===== src/rtl/ysyx_22041207_mem_pkg.sv =====
// rtl/ysyx_22041207_mem_pkg.sv - shared types and default widths for the IFU/LSU memory arbiter
package ysyx_22041207_mem_pkg;

    localparam int DEF_ADDR_W = 64;
    localparam int DEF_DATA_W = 64;

    typedef enum logic [1:0] {
        IDLE = 2'd0,
        REQ  = 2'd1,
        WAIT = 2'd2,
        RESP = 2'd3
    } state_t;

    typedef enum logic {
        OWN_IF = 1'b0,
        OWN_LS = 1'b1
    } owner_t;

endpackage


===== src/rtl/ysyx_22041207_rr_arb2.sv =====
// rtl/ysyx_22041207_rr_arb2.sv - two-way round-robin picker with internal last-grant state
module ysyx_22041207_rr_arb2
    import ysyx_22041207_mem_pkg::*;
(
    input  logic       clk,
    input  logic       rst,
    input  logic       en,
    input  logic       if_valid,
    input  logic       ls_valid,
    output logic [1:0] grant
);

    owner_t last_grant;

    // grant[0] = IFU, grant[1] = LSU; on a tie the side not served last wins
    always_comb begin
        grant = 2'b00;
        if (en) begin
            if (if_valid && ls_valid) begin
                grant = (last_grant == OWN_LS) ? 2'b01 : 2'b10;
            end else begin
                grant = {ls_valid, if_valid};
            end
        end
    end

    always_ff @(posedge clk or posedge rst) begin
        if (rst) begin
            last_grant <= OWN_LS;
        end else if (grant[1]) begin
            last_grant <= OWN_LS;
        end else if (grant[0]) begin
            last_grant <= OWN_IF;
        end
    end

endmodule


===== src/rtl/ysyx_22041207_mem_arbiter.sv =====
// rtl/ysyx_22041207_mem_arbiter.sv - single-outstanding IFU/LSU arbiter onto one memory port
module ysyx_22041207_mem_arbiter
    import ysyx_22041207_mem_pkg::*;
#(
    parameter int ADDR_W = DEF_ADDR_W,
    parameter int DATA_W = DEF_DATA_W
) (
    input  logic                clk,
    input  logic                rst,
    input  logic                if_req_valid,
    input  logic [ADDR_W-1:0]   if_req_addr,
    output logic                if_req_ready,
    output logic                if_resp_valid,
    output logic [DATA_W-1:0]   if_resp_data,
    input  logic                ls_req_valid,
    input  logic [ADDR_W-1:0]   ls_req_addr,
    input  logic                ls_req_wen,
    input  logic [DATA_W-1:0]   ls_req_wdata,
    input  logic [DATA_W/8-1:0] ls_req_wmask,
    output logic                ls_req_ready,
    output logic                ls_resp_valid,
    output logic [DATA_W-1:0]   ls_resp_data,
    output logic                mem_req_valid,
    input  logic                mem_req_ready,
    output logic [ADDR_W-1:0]   mem_req_addr,
    output logic                mem_req_wen,
    output logic [DATA_W-1:0]   mem_req_wdata,
    output logic [DATA_W/8-1:0] mem_req_wmask,
    input  logic                mem_resp_valid,
    input  logic [DATA_W-1:0]   mem_resp_data
);

    state_t              state_q;
    state_t              state_n;
    owner_t              owner_q;
    logic [1:0]          grant;
    logic [ADDR_W-1:0]   addr_q;
    logic                wen_q;
    logic [DATA_W-1:0]   wdata_q;
    logic [DATA_W/8-1:0] wmask_q;
    logic [DATA_W-1:0]   resp_q;

    ysyx_22041207_rr_arb2 u_arb (
        .clk      (clk),
        .rst      (rst),
        .en       (state_q == IDLE),
        .if_valid (if_req_valid),
        .ls_valid (ls_req_valid),
        .grant    (grant)
    );

    always_ff @(posedge clk or posedge rst) begin
        if (rst) begin
            state_q <= IDLE;
        end else begin
            state_q <= state_n;
        end
    end

    // A response arriving outside WAIT is deliberately dropped
    always_comb begin
        state_n = state_q;
        case (state_q)
            IDLE:    if (|grant) state_n = REQ;
            REQ:     if (mem_req_ready) state_n = WAIT;
            WAIT:    if (mem_resp_valid) state_n = RESP;
            RESP:    state_n = IDLE;
            default: state_n = IDLE;
        endcase
    end

    always_ff @(posedge clk or posedge rst) begin
        if (rst) begin
            owner_q <= OWN_IF;
            addr_q  <= '0;
            wen_q   <= 1'b0;
            wdata_q <= '0;
            wmask_q <= '0;
            resp_q  <= '0;
        end else begin
            if (grant[1]) begin
                owner_q <= OWN_LS;
                addr_q  <= ls_req_addr;
                wen_q   <= ls_req_wen;
                wdata_q <= ls_req_wdata;
                wmask_q <= ls_req_wmask;
            end else if (grant[0]) begin
                owner_q <= OWN_IF;
                addr_q  <= if_req_addr;
                wen_q   <= 1'b0;
                wdata_q <= '0;
                wmask_q <= '0;
            end
            if (state_q == WAIT && mem_resp_valid) begin
                resp_q <= mem_resp_data;
            end
        end
    end

    assign if_req_ready  = grant[0];
    assign ls_req_ready  = grant[1];

    assign mem_req_valid = (state_q == REQ);
    assign mem_req_addr  = addr_q;
    assign mem_req_wen   = wen_q;
    assign mem_req_wdata = wdata_q;
    assign mem_req_wmask = wmask_q;

    assign if_resp_valid = (state_q == RESP) && (owner_q == OWN_IF);
    assign ls_resp_valid = (state_q == RESP) && (owner_q == OWN_LS);
    assign if_resp_data  = if_resp_valid ? resp_q : '0;
    assign ls_resp_data  = ls_resp_valid ? resp_q : '0;

endmodule


===== config.mk =====
export PLATFORM = sky130hd
export DESIGN_NAME = ysyx_22041207_mem_arbiter
export DESIGN_NICKNAME = d
export VERILOG_FILES = /design/src/rtl/ysyx_22041207_mem_pkg.sv /design/src/rtl/ysyx_22041207_rr_arb2.sv /design/src/rtl/ysyx_22041207_mem_arbiter.sv
export SDC_FILE = /design/constraint.sdc
export NUM_CORES = 1
export LEC_CHECK = 0
export CORE_AREA = 2 2 212 214
export CTS_CLUSTER_DIAMETER = 120
export DETAILED_ROUTE_END_ITERATION = 16
export DIE_AREA = 0 0 214 216
export PLACE_DENSITY = 0.55
export SYNTH_ARGS = -nofsm -noshare
export SYNTH_HDL_FRONTEND = slang
export SYNTH_SLANG_ARGS = --single-unit

===== constraint.sdc =====
create_clock -name clk -period 9.2 [get_ports clk]
set_clock_uncertainty 0.2 [all_clocks]
set_input_delay 1.84 -clock clk [delete_from_list [all_inputs] [get_ports clk]]
set_output_delay 1.84 -clock clk [all_outputs]
set_load 0.05 [all_outputs]

# == After elaboration in Yosys (flattened, before gate mapping) ==
# Index checks and enable logic that the tools add are counted.
# totals
regBits,205
in_bits,271
out_inout_bits,270
elab_cells,41
# op_classes
n_eq_ne,6
n_bitwise,1
n_mux,18
n_reduce_logical,8
# op_table
cell,n
$mux W64,6
$mux W8,2
$mux W2,6
$pmux W2 S4,1
$eq A2 B2 Y1 const B,2
$logic_and A1 B1 Y1,4
$ne A2 B2 Y1 const B,2
$mux W1,3
$reduce_and A3 Y1,1
$eq A2 B1 Y1 const B,1
$logic_not A2 Y1,1
$ne A2 B1 Y1 const B,1
$reduce_bool A2 Y1,1
$reduce_or A2 Y1,1
$not A1 Y1,1

# == Logic depth before layout (Yosys ltp) ==
# depth
word_depth,6
depth_mapped,8
ltp_nobuf,5

# == Hierarchy ==
# Synthesis repeated with hierarchy kept, for this count alone.
# hier_totals
hier_cells,881
area_unflattened_um2,9386.5
# by_module_without_submodules
module,instances,area_each_um2,seq_area_each_um2,cells_each
ysyx_22041207_mem_arbiter,1,9320.2,5104.9,872
ysyx_22041207_rr_arb2,1,66.3,26.3,9

# == Least setup slack after synthesis ==
# Ideal clock, no wire load.
# synth_path
path_type,input to output
startpoint,input ls_req_valid
endpoint,output if_req_ready
t_arrival_ps,2803
stages,2
required_time_ps,7160
path_buffers,1
path_slack_ps,4357
path_cell_list,clkbuf_1 a21oi_1
# synth_via
elab_chain_len,3
# synth_rtl
item,line,text
start: declaration,ysyx_22041207_mem_arbiter.sv:15,"input logic ls_req_valid,"
$logic_and A1 B1 Y1,ysyx_22041207_rr_arb2.sv:19,if (if_valid && ls_valid) begin
$mux W2,ysyx_22041207_rr_arb2.sv:19,
$mux W2,ysyx_22041207_rr_arb2.sv:18,if (en) begin
end: declaration,ysyx_22041207_mem_arbiter.sv:12,"output logic if_req_ready,"
# No other way between the ends.

# == Worst setup path after layout ==
# layout_path
startpoint,input if_req_valid
endpoint,output ls_req_ready
# layout_via
elab_chain_len,3
# layout_rtl
item,line,text
start: declaration,ysyx_22041207_mem_arbiter.sv:10,"input logic if_req_valid,"
$logic_and A1 B1 Y1,ysyx_22041207_rr_arb2.sv:19,
$mux W2,ysyx_22041207_rr_arb2.sv:19,
$mux W2,ysyx_22041207_rr_arb2.sv:18,
end: declaration,ysyx_22041207_mem_arbiter.sv:20,"output logic ls_req_ready,"
# No other way between the ends.

==> qor.yml <==
cap_violations: 0
num-fill-cells: 4403
grt_setup_unrepaired: "no"
post_cts_buffers: 0
drive_gt1_share_pct: 9.56
cts_root_buf: "clkbuf_16"
cts.sinks: 205
muxShareOfSynthArea_pct: 7.82
grtUsageTotal_pct: 15.7
p_leak_nw: 6.49
fin_area_um2: 16100
cts_buffers: 25
cp_max_fo: 66
fmax_ghz: 0.155
ys.flop_type: "dfrtp_1"
path_clk_slew_ps: 60
synth_top_cell_area_share_pct: 53.8
min-delay-path-class: "reg -> reg"
synth_fa_ha_area_share_pct: 0.660
synth_area_leaders: "dfrtp_1 (54%), mux2_2 (7.6%), a22o_1 (6.7%)"
die_y_um: 216
initial_core_util_pct: 21.6
area_growth_pct: 69.8
drtIter0Drc: 437
synth_top_area_cell: "dfrtp_1"
ir_drop_mv: 0.266
dr_total_vias: 8969
critPathLaunchType: "primary input"
syn_area_um2: 9480
via_per_inst: 4.62
clk_latency_ps: 540
dieArea_um2: 46200
core.rowCount: 77
grt_antenna_before_repair: 0
post-dp-hpwl_um: 27100
numPortBuffers: 540
synth_enable_flop_cells: 0
synth_cell_type_count: 30
end_kind: "output pin"
fin_setup_tns_ps: 0
setup_viol: 0
ys_ff_latch: 205
fp.dieW_um: 214
syn_inst: 853
dpl-instance-area_um2: 15300
async_flop_share_pct: 100
cts_resized: 0
worstPathRequired_ps: 7160
cts.htree.levels: 1
ctsLongestPathBuffers: 3
first_global_vias: 8863
arrival_ps: 4390
ios: 541
yosysSeqAreaShare_pct: 54.1
grt_pass1_wl_um: 56900
hold_violations: 0
ant_nets: 0
finalCriticalPeriod_ps: 6430
synth_xor_area_share_pct: 0
power_density_nw_per_um2: 397
synth_fp_nets: 1129
multiInputGateArea_um2: 3900
synth_top_family_by_area: "compound AO/OA/AOI/OAI gates"
wl_um: 38100
ys_warn_count: 0
post-route-period-util_pct: 69.9
gp_congestion: 0.799
outcome: "complete, no violations"
dr.pass1.iters: 5
ctsHoldBuffers: 0
synth-compound-area-share_pct: 20.7
post_drt_wl_per_cell_um: 19.6
gr-total-overflow: 0
synthSimpleGateAreaFrac_pct: 11.5
crit_type: "in -> out"
layout.nets: 1610
report.final.slew_viol_count: 0
grt_start_max_net_pins: 87
tightest_slew_ps: 1080
drc: 0
diodes: 0
tritoncts: "yes"
coreArea_um2: 43800
avgSynthCellArea_um2: 11.1
slew_headroom_pct: 28.1
seqCellArea_um2: 5130
==> through the flow <==
step / hold WS, ps / setup WS, ps / instances / utilization [%] / total power [mW]
6_report: 305 / 2770 / 1942 / 36.7 / 6.39
5_1_grt: 314 / 2640 / 1942 / 36.7 / 6.69
4_1_cts: 307 / 2760 / 1942 / 36.7 / 6.45
3_3_place_gp: 289 / 2790 / 1899 / 34.9 / 5.41
2_1_floorplan: 286 / 1570 / 853 / - / 4.09
3_5_place_dp: 290 / 2760 / 1899 / 34.9 / 5.43
==> cell type report <==
| type | instances | share of cell area (%) |
|---|---|---|
| Clock buffer | 33 | 4.32 |
| Inverter | 7 | 0.210 |
| Multi-Input combinational cell | 543 | 24.2 |
| Timing Repair Buffer | 552 | 34.1 |
| Clock inverter | 10 | 0.707 |
| Tap cell | 592 | 4.60 |
| Sequential cell | 205 | 31.9 |
==> metal layers <==
metal	wire length, µm	global-route usage [%]
met5	0	0
met4	964	5.03
met3	3170	4.41
met2	18700	26.9
met1	15300	18.9
==> final timing paths <==
kind	slack, ps	startpoint	cells after the start	endpoint
worst min register to register	300	mem_req_wmask[1]	1	mem_req_wmask[1]
worst max-delay path	2770	if_req_valid	5	ls_req_ready
worst min-delay path	300	mem_req_wmask[1]	1	mem_req_wmask[1]
min in group asynchronous	1550	rst	2	mem_req_addr[63]
max in group asynchronous	5810	rst	3	resp_q[50]
worst max register to register	5870	state_q[1]	7	mem_req_addr[48]
==> worst max-delay path, cell delays in order <==
cell             delay [ps]
clkdlybuf4s50_1         560
and2_4                  420
nor2_4                  150
buf_4                   430
clkdlybuf4s50_1         930
==> cells in the mapped netlist (all sizes together) (3+ instances only) <==
cell type / instances
and2: 66
o21ai: 65
ha: 5
inv: 7
nor2: 67
a31oi: 64
dfrtp: 204
a22o: 73
nand2: 3
o2111ai: 64
mux2: 65
and3: 64
clkbuf: 53
buf: 45
==> cells in the final DEF (no fill, tap or decap), drive strengths merged, types with 64 or more instances in the layout <==
cell type / synthesis / routed
a22o: 73 / 73
a31oi: 64 / 64
and2: 66 / 66
and3: 64 / 64
clkdlybuf4s50: 0 / 539
dfrtp: 204 / 204
mux2: 65 / 65
nor2: 67 / 67
o2111ai: 64 / 64
o21ai: 65 / 65
==> where the power goes <==
group | internal, mW | leakage [nW] | switching, mW | total [mW]
combinational | 1.29 | 3.63 | 2.43 | 3.72
sequential | 1.35 | 2.46 | 0.327 | 1.68
clock | 0.587 | 0.399 | 0.401 | 0.987
==> flip-flops by register name, summed over array words and instances (netlist names) <==
name	flops
mem_req_addr	64
mem_req_wdata	64
mem_req_wen	1
mem_req_wmask	8
owner_q	1
resp_q	64
state_q	2
u_arb.last_grant	1
==> logic make-up after synthesis <==
kind of cell               Yosys count
adders and majority gates            5
and+or+nand+nor                    201
AOI/OAI and AO/OA                  271
buffers and inverters              105
DFF                                205
muxes                               66
No activity file was read; power rests on OpenSTA's default activity.
